File: config.mk
export PLATFORM = sky130hd
export DESIGN_NAME = button_event_decoder
export DESIGN_NICKNAME = d
export VERILOG_FILES = /design/src/rtl/button_event_decoder.sv
export SDC_FILE = /design/constraint.sdc
export NUM_CORES = 1
export LEC_CHECK = 0
export CELL_PAD_IN_SITES_DETAIL_PLACEMENT = 1
export CELL_PAD_IN_SITES_GLOBAL_PLACEMENT = 1
export CORE_MARGIN = 3
export CORE_UTILIZATION = 40
export CTS_BUF_LIST = sky130_fd_sc_hd__clkbuf_8
export CTS_CLUSTER_SIZE = 25
export DETAILED_ROUTE_END_ITERATION = 10
export GPL_TIMING_DRIVEN = 0
export PLACE_DENSITY = 0.71
export SYNTH_ARGS = -nofsm -noshare
export SYNTH_HDL_FRONTEND = slang
export SYNTH_SLANG_ARGS = --single-unit
File: constraint.sdc
create_clock -name clk -period 4.16 [get_ports clk]
set_input_delay 0.832 -clock clk [delete_from_list [all_inputs] [get_ports clk]]
set_output_delay 0.832 -clock clk [all_outputs]
set_load 0.02 [all_outputs]
File: src/rtl/button_event_decoder.sv
// Button event decoder: turns a debounced level into press/release/long/repeat strobes.
// Ports: clk, rst_n (sync, active-low), btn_level in; four strobes, held, event_count out.
module button_event_decoder #(
    parameter int CNT_W         = 26,
    parameter int LONG_CYCLES   = 25000000,
    parameter int REPEAT_CYCLES = 5000000
) (
    input  logic       clk,
    input  logic       rst_n,
    input  logic       btn_level,
    output logic       press_pulse,
    output logic       release_pulse,
    output logic       long_pulse,
    output logic       repeat_pulse,
    output logic       held,
    output logic [7:0] event_count
);

    typedef enum logic [1:0] {
        IDLE      = 2'd0,
        PRESSED   = 2'd1,
        LONG_HELD = 2'd2
    } state_t;

    localparam logic [CNT_W-1:0] LONG_LAST = CNT_W'(LONG_CYCLES - 1);
    localparam logic [CNT_W-1:0] REP_LAST  = CNT_W'(REPEAT_CYCLES - 1);

    state_t           state, state_n;
    logic [CNT_W-1:0] cnt, cnt_n;
    logic             press_n, release_n, long_n, repeat_n, held_n;
    logic [7:0]       count_n;

    always_comb begin
        state_n   = state;
        cnt_n     = cnt;
        press_n   = 1'b0;
        release_n = 1'b0;
        long_n    = 1'b0;
        repeat_n  = 1'b0;
        count_n   = event_count;
        unique case (state)
            IDLE: begin
                if (btn_level) begin
                    state_n = PRESSED;
                    cnt_n   = '0;
                    press_n = 1'b1;
                    count_n = event_count + 8'd1;
                end
            end
            PRESSED: begin
                // release is tested first so it wins over the terminal count
                if (!btn_level) begin
                    state_n   = IDLE;
                    cnt_n     = '0;
                    release_n = 1'b1;
                end else if (cnt == LONG_LAST) begin
                    state_n = LONG_HELD;
                    cnt_n   = '0;
                    long_n  = 1'b1;
                end else begin
                    cnt_n = cnt + CNT_W'(1);
                end
            end
            LONG_HELD: begin
                if (!btn_level) begin
                    state_n   = IDLE;
                    cnt_n     = '0;
                    release_n = 1'b1;
                end else if (cnt == REP_LAST) begin
                    cnt_n    = '0;
                    repeat_n = 1'b1;
                end else begin
                    cnt_n = cnt + CNT_W'(1);
                end
            end
            default: begin
                state_n = IDLE;
                cnt_n   = '0;
            end
        endcase
        held_n = (state_n != IDLE);
    end

    always_ff @(posedge clk) begin
        if (!rst_n) begin
            state         <= IDLE;
            cnt           <= '0;
            press_pulse   <= 1'b0;
            release_pulse <= 1'b0;
            long_pulse    <= 1'b0;
            repeat_pulse  <= 1'b0;
            held          <= 1'b0;
            event_count   <= 8'd0;
        end else begin
            state         <= state_n;
            cnt           <= cnt_n;
            press_pulse   <= press_n;
            release_pulse <= release_n;
            long_pulse    <= long_n;
            repeat_pulse  <= repeat_n;
            held          <= held_n;
            event_count   <= count_n;
        end
    end

endmodule

Word level (Yosys, flattened, before mapping)
Cells that the tools add are included.
{ "word_totals": {"register_bits": 41, "output_inout_bits": 13, "word_cells": 38, "in_bits": 3} }
{ "op_classes": {"mux": 15, "eq_ne": 5, "addsub": 2, "reduce_logical": 8} }
{ "ops": {"columns": ["operator", "count"], "rows": [
  ["$mux 26", 5],
  ["$pmux 26 s3", 1],
  ["$add 26x1->26 const B", 1],
  ["$eq 26x23->1 const B", 1],
  ["$eq 26x25->1 const B", 1],
  ["$add 8x1->8 const B", 1],
  ["$mux 2", 4],
  ["$pmux 2 s3", 1],
  ["$reduce_and 2->1", 3],
  ["$reduce_and 3->1", 2],
  ["$mux 1", 4],
  ["$eq 2x1->1 const B", 1],
  ["$eq 2x2->1 const B", 1],
  ["$logic_not 2->1", 1],
  ["$ne 2x2->1 const B", 1],
  ["$reduce_bool 2->1", 1],
  ["$reduce_or 2->1", 1]
]} }

Logic depth before layout (Yosys ltp)
Gate-level depths: netlist of the first run.
{ "logic_depth": {"depth_word": 5, "mapped_depth": 8, "depth_no_buf": 7} }

Worst setup path before layout of the first run
No wires, ideal clock.
{ "synth_path": {"path_type": "register -> register", "from": "reg cnt[0]", "to": "reg cnt[6]", "setup_ns": 0.127, "n_path_buf": 1, "stages_incl_launch_ff": 9, "synth_period_minus_slack_ns": 1.949, "required_time_ns": 4.033, "slack_ns": 2.211, "arrival_time_ns": 1.822, "path_cell_list": "dfxtp_1 > ha_1 > and3_1 > nand4_1 > o31ai_1 > a21oi_2 > buf_2 > a21oi_1 > a31oi_1"} }
{ "synth_between": {"elab_chain_cells": 4, "word_cells_on_any_way": 8, "classes_between": "1 x add/sub; 2 x eq/ne; 5 x mux"} }
{ "synth_lines": {"columns": ["item", "line_no", "rtl"], "rows": [
  ["from (decl)", "29", "logic [CNT_W-1:0] cnt, cnt_n;"],
  ["from (signal assigned)", "96", "cnt <= cnt_n;"],
  ["$add 26x1->26 (tied with other cells)", "61, 73", null],
  ["$mux 26, on equally long branches", "69, 56", null],
  ["$mux 26, on equally long branches", "65, 52", null],
  ["$pmux 26 s3 (*)", "41", "unique case (state)"]
]} }
Every way passes the cells marked *; elsewhere a longest branch is shown, timed or not.
A chain may end at the register's enable or synchronous reset.

Worst setup path in the final report of the first run
{ "layout_path": {"from": "reg cnt[0]", "to": "reg cnt[16]"} }
Same word-level chain as after synthesis.

==> metrics.md, run 1 <==
| Metric | Value |
|---|---|
| Leak pwr | `0.878 nW` |
| Die X | `78.4 um` |
| Power per cell area | `342 nW/um^2` |
| Commonest cells after routing, fill and taps aside | `dfxtp_1 (41), nand2_1 (31), nand3_1 (20)` |
| CTS clk-pin slew, worst paths | `0.08 ns` |
| Crit path max fanout | `10` |
| Net Count, Synth | `261` |
| Worst endpoint required time | `4.32 ns` |
| #FFs+latches synth | `41` |
| Clock Skews | `0.00313 ns` |
| Fin. Hold Viols | `0` |
| Total of max-cap violations | `0` |
| Most common cell after layout, fill and taps aside | `dfxtp_1` |
| Num rows | `25` |
| Setup tns final | `0 ns` |
| Post-synth EDFFs | `0` |
| Via count | `1890` |
| Worst r2r dst | `cnt[16]$_SDFFE_PN0P_` |
| Worst setup EP type | `flip-flop` |
| Finished Layout Cells | `341` |
| DRT antenna net count | `0` |
| Core box area | `4880 sq um` |
| Status | `complete, no violations` |
| Hold EP | `cnt[5]$_SDFFE_PN0P_` |
| Final hold slack | `0.497 ns` |
| # hold bufs at CTS | `0` |
| Largest net degree at the start of global routing | `14` |
| Post-CTS Resized | `0` |
| Crit start category | `flip-flop` |
| Worst-Skew Late Latency | `0.29 ns` |
| DRT Pass-1 Iters | `4` |
| Critical Path AT | `2.60 ns` |
| Peak supply drop | `0.159 mV` |
| Post-DP HPWL | `3940 um` |
| Post-Syn Area per Cell | `8.32 sq um` |
| WS Path Type | `flip-flop to flip-flop` |
| Nets | `282` |
| Tcrit/Tclk final | `58.9%` |
| Total track usage | `19.5%` |
| WL/cell | `16.0 um` |
| Antenna diodes | `0` |
| Mapped Cells | `252` |
| Final wirelength | `5470 um` |
| Critical R2R Launch | `cnt[0]$_SDFFE_PN0P_` |
| Yosys Warn Count | `0` |
| Clk Tree Root Cell | `clkbuf_8` |
| Grt total ovfl | `0` |
| Vias per cell | `5.54` |
| Slew Limit Fails | `0` |
| Clk sinks | `41` |
| Max Freq | `0.408 GHz` |
| Placed cell count | `333` |
| Initial DRC Count | `56` |
| Fillers | `627` |
| Post-Syn Area | `2100 sq um` |
| Postcts setup bufs | `0` |
| Ports | `16` |
| Final setup vio count | `0` |
| Share of cells above drive strength 1 | `5.84%` |
| H-tree levels | `2` |
| Maximum clock path buffer count | `2` |
| DRC Markers | `0` |
| Register area share after synthesis | `39.2%` |
| Slew @ Worst Pin | `0.662 ns` |
| Die Area | `6140 sq um` |
| CTS tree | `yes` |
| Area Overhead vs Synth | `17.1%` |
| Hold Path Class | `flip-flop to flip-flop` |
| Hold Path Depth | `1` |
| Initial antenna violation count | `0` |
| Crit path time final | `2.45 ns` |
| Chip height | `78.4 um` |
| I/O Buffers | `14` |
| Min-delay src | `cnt[5]$_SDFFE_PN0P_` |
| GPL Wtd Cong | `0.840` |
| Num CTS Buffers | `5` |
| Worst R2R Path Depth | `8` |
| Async set-reset flop share out of synthesis | `0%` |
| R2R Setup Slk | `1.71 ns` |
| Max_slew headroom | `55.5%` |
| Vias in the first global route | `1954` |
| RSZ-0062 raised after global routing | `false` |
| First-pass GRT wire length | `9470 um` |
| Initial Utilization | `42.9%` |
| Yosys cell types | `42` |
| Primary FF master, synth | `dfxtp_1` |
logic make-up after synthesis:
kind of cell	Yosys count	synth area share (%)
AND/OR/NAND/NOR	122	30.4
XOR/XNOR	14	5.85
flip-flops	41	39.2
multiplexers	1	0.478
AO/OA/AOI/OAI	52	17.1
buffers and inverters	16	3.40
adder cells (fa/ha/maj)	6	3.58
worst max-delay path, cell delays in order (launching register included):
cell and delay (ns):
dfxtp_1 0.37, ha_1 0.20, and3_1 0.28, nand4_1 0.30
o31ai_1 0.44, a21oi_2 0.23, buf_2 0.25, o21ai_0 0.12
a31oi_1 0.12
power by group:
| part | leakage, nW | internal [W] | switching [W] |
|---|---|---|---|
| clock | 0.0681 | 0.000239 | 0.000145 |
| sequential | 0.331 | 0.000397 | 0.00000421 |
| combinational | 0.479 | 0.0000210 | 0.0000331 |
metrics by stage:
step / power [W] / utilization [%] / worst slack, ns / area [sq um]
floorplan: 0.000445 / - / 2.21 / 2100
global placement: 0.000465 / 47.5 / 1.49 / 2320
detailed placement: 0.000466 / 47.5 / 1.49 / 2320
CTS: 0.000851 / 50.3 / 1.69 / 2450
global route: 0.000876 / 50.3 / 1.46 / 2450
finish: 0.000839 / 50.3 / 1.71 / 2450
state kept, by name (all words and copies together) (netlist names):
register,flops
repeat_pulse,1
event_count,8
held,1
cnt,26
long_pulse,1
press_pulse,1
release_pulse,1
state,2
cell type report:
cell class	instances	area, sq um	share of cell area (%)
clock buffer	5	68.8	2.80
buffer	11	52.6	2.14
multi-input combinational	195	1200	49.1
sequential	41	821	33.5
clock inverter	3	65.1	2.65
inverter	5	18.8	0.765
tap	67	83.8	3.42
timing repair buffer	14	140	5.71
how the worst max path moves through the flow:
stage	startpoint	endpoint	slack, ns	depth (start not counted)
global route	cnt[17]$_SDFFE_PN0P_	cnt[16]$_SDFFE_PN0P_	1.46	7
CTS	cnt[0]$_SDFFE_PN0P_	cnt[16]$_SDFFE_PN0P_	1.69	8
finish	cnt[0]$_SDFFE_PN0P_	cnt[16]$_SDFFE_PN0P_	1.71	8
global placement	btn_level	cnt[2]$_SDFFE_PN0P_	1.49	6
floorplan	cnt[0]$_SDFFE_PN0P_	cnt[6]$_SDFFE_PN0P_	2.21	8
detailed placement	btn_level	cnt[9]$_SDFFE_PN0P_	1.49	5
metal layers:
layer | share of wire, % | GRT usage, % | routed length, um
met1 | 49 | 24.3 | 2680
met2 | 47 | 33.3 | 2580
met3 | 2.4 | 4.24 | 133
met4 | 1.4 | 6.29 | 78
met5 | 0 | 0 | 0
synthesized netlist by cell type, drive strengths merged, types with 5 or more instances:
cell type	number	area [sq um]
ha	6	75.1
dfxtp	41	821
nand3	20	100
nand2	31	116
nor2	16	60.1
a21oi	9	48.8
o21ai	7	35.0
inv	5	18.8
nand4	8	50.1
nor2b	11	68.8
a31oi	18	113
and2	11	68.8
xnor2	7	61.3
xor2	7	61.3
a22o	8	70.1
clkbuf	7	27.5
and3	7	43.8
No activity file was read; power rests on OpenSTA's default activity.
==> run 2, diff against run 1 <==
==> constraint.sdc (replaced) <==
create_clock -name clk -period 2.5 [get_ports clk]
set_input_delay 0.5 -clock clk [delete_from_list [all_inputs] [get_ports clk]]
set_output_delay 0.5 -clock clk [all_outputs]
set_load 0.02 [all_outputs]
==> metrics.md, run 2 (synthesized netlist as in run 1, its figures left out) <==
| Metric | Value |
|---|---|
| Status | `complete, no violations` |
| CTS clk-pin slew, worst paths | `0.08 ns` |
| Grt met2 use | `33.3%` |
| Fillers | `628` |
| Num rows | `25` |
| Antenna diodes | `0` |
| Met1 usage | `24.3%` |
| Max Freq | `0.447 GHz` |
| Share of cells above drive strength 1 | `6.91%` |
| Max_slew headroom | `64.1%` |
| CP Cell Sequence | `clkbuf_1, nand2_1, or4_4, o31ai_4, a21oi_4, buf_2, o21ai_0, a31oi_1` |
| Vias in the first global route | `1954` |
| Finished Core Util | `51.0%` |
| Worst setup EP type | `flip-flop` |
| Biggest register | `cnt` |
| Worst endpoint required time | `2.66 ns` |
| M3 GR Usage | `4.24%` |
| Finished Layout Cells | `342` |
| Initial DRC Count | `45` |
| Power per cell area | `564 nW/um^2` |
| First-pass GRT wire length | `9470 um` |
| Via count | `1902` |
| CTS tree | `yes` |
| Crit path time final | `2.24 ns` |
| Setup tns final | `0 ns` |
| Peak supply drop | `0.266 mV` |
| Vias per cell | `5.56` |
| Clock Skews | `0.00516 ns` |
| Core box area | `4880 sq um` |
| Chip height | `78.4 um` |
| WL/cell | `16.2 um` |
| CP max-delay cell | `or4_4` |
| Largest register FFs | `26` |
| FF+latch area | `821 sq um` |
| Die X | `78.4 um` |
| DP Worst Slack | `0.0575 ns` |
| CP peak stage delay | `0.45 ns` |
| WS Path Type | `flip-flop to flip-flop` |
| Initial antenna violation count | `0` |
| Finished Cell Area | `2490 sq um` |
| Crit start category | `flip-flop` |
| Worst-Skew Late Latency | `0.29 ns` |
| Area Overhead vs Synth | `18.7%` |
| H-tree levels | `2` |
| Total track usage | `19.5%` |
| GRT busiest layer | `met2` |
| Buf+Inv Stages, Crit Path | `2` |
| Post-DP HPWL | `3940 um` |
| Leak pwr | `0.885 nW` |
| Maximum clock path buffer count | `2` |
| Most common cell after layout, fill and taps aside | `dfxtp_1` |
| DRT antenna net count | `0` |
| Tcrit/Tclk final | `89.6%` |
| Commonest cells after routing, fill and taps aside | `dfxtp_1 (41), nand2_1 (31), nand3_1 (20)` |
| Num CTS Buffers | `5` |
| Fin. Hold Viols | `0` |
| Clk sinks | `41` |
| Total of max-cap violations | `0` |
| Slew @ Worst Pin | `0.539 ns` |
| Largest net degree at the start of global routing | `14` |
| I/O Buffers | `14` |
| Multi-input logic area | `1230 sq um` |
| Placed cell count | `333` |
| Nets | `283` |
| Critical Path AT | `2.40 ns` |
| Final setup vio count | `0` |
| Top Registers | `cnt x26, event_count x8, state x2` |
| Top cell family by delay on the critical path | `compound AO/OA/AOI/OAI gates` |
| Initial Utilization | `42.9%` |
| DRC Markers | `0` |
| Ports | `16` |
| Die Area | `6140 sq um` |
| Hold Path Class | `flip-flop to flip-flop` |
| Crit path max fanout | `10` |
| Final wirelength | `5550 um` |
| Grt total ovfl | `0` |
| Clk Tree Root Cell | `clkbuf_8` |
| RSZ-0062 raised after global routing | `false` |
| DP Area | `2320 sq um` |
| GPL Wtd Cong | `0.840` |
| Slew Limit Fails | `0` |
| DRT Pass-1 Iters | `4` |
| Final setup margin | `0.261 ns` |
run 2: final timing paths:
kind / slack, ns / endpoint / depth (start not counted) / from
setup / recovery: 0.26 / cnt[16]$_SDFFE_PN0P_ / 8 / cnt[16]$_SDFFE_PN0P_
hold / removal: 0.50 / cnt[5]$_SDFFE_PN0P_ / 1 / cnt[5]$_SDFFE_PN0P_
setup reg to reg: 0.26 / cnt[16]$_SDFFE_PN0P_ / 8 / cnt[16]$_SDFFE_PN0P_
hold reg to reg: 0.50 / cnt[5]$_SDFFE_PN0P_ / 1 / cnt[5]$_SDFFE_PN0P_
run 2: report_power, final:
part	switching, W	internal, W
sequential	0.00000695	0.000661
combinational	0.0000560	0.0000352
clock	0.000245	0.000397
total	0.000308	0.00109
run 2: layer usage:
layer | up-vias | routed length [um]
li1 | 949 | -
met3 | 4 | 151
met2 | 27 | 2630
met4 | 0 | 62
met1 | 922 | 2700
met5 | - | 0
run 2: cell type report:
class / instances / share of cell area, %
Multi-Input combinational cell: 195 / 49.4
Sequential cell: 41 / 33.0
Timing Repair Buffer: 15 / 5.94
Tap cell: 67 / 3.37
Clock buffer: 5 / 2.77
Clock inverter: 3 / 2.62
Buffer: 11 / 2.11
Inverter: 5 / 0.755
run 2: repair_timing:
action,4_1_cts,5_1_grt
setup endpoints to repair,0,22
hold buffers,0,0
gates resized for setup,0,4
setup buffers,0,1
run 2: metrics by stage:
step           total power (W)  hold WS [ns]
2_1_floorplan         0.000741         0.439
3_3_place_gp          0.000774         0.469
3_5_place_dp          0.000775         0.480
4_1_cts                0.00142         0.500
5_1_grt                0.00146         0.516
6_report               0.00140         0.501
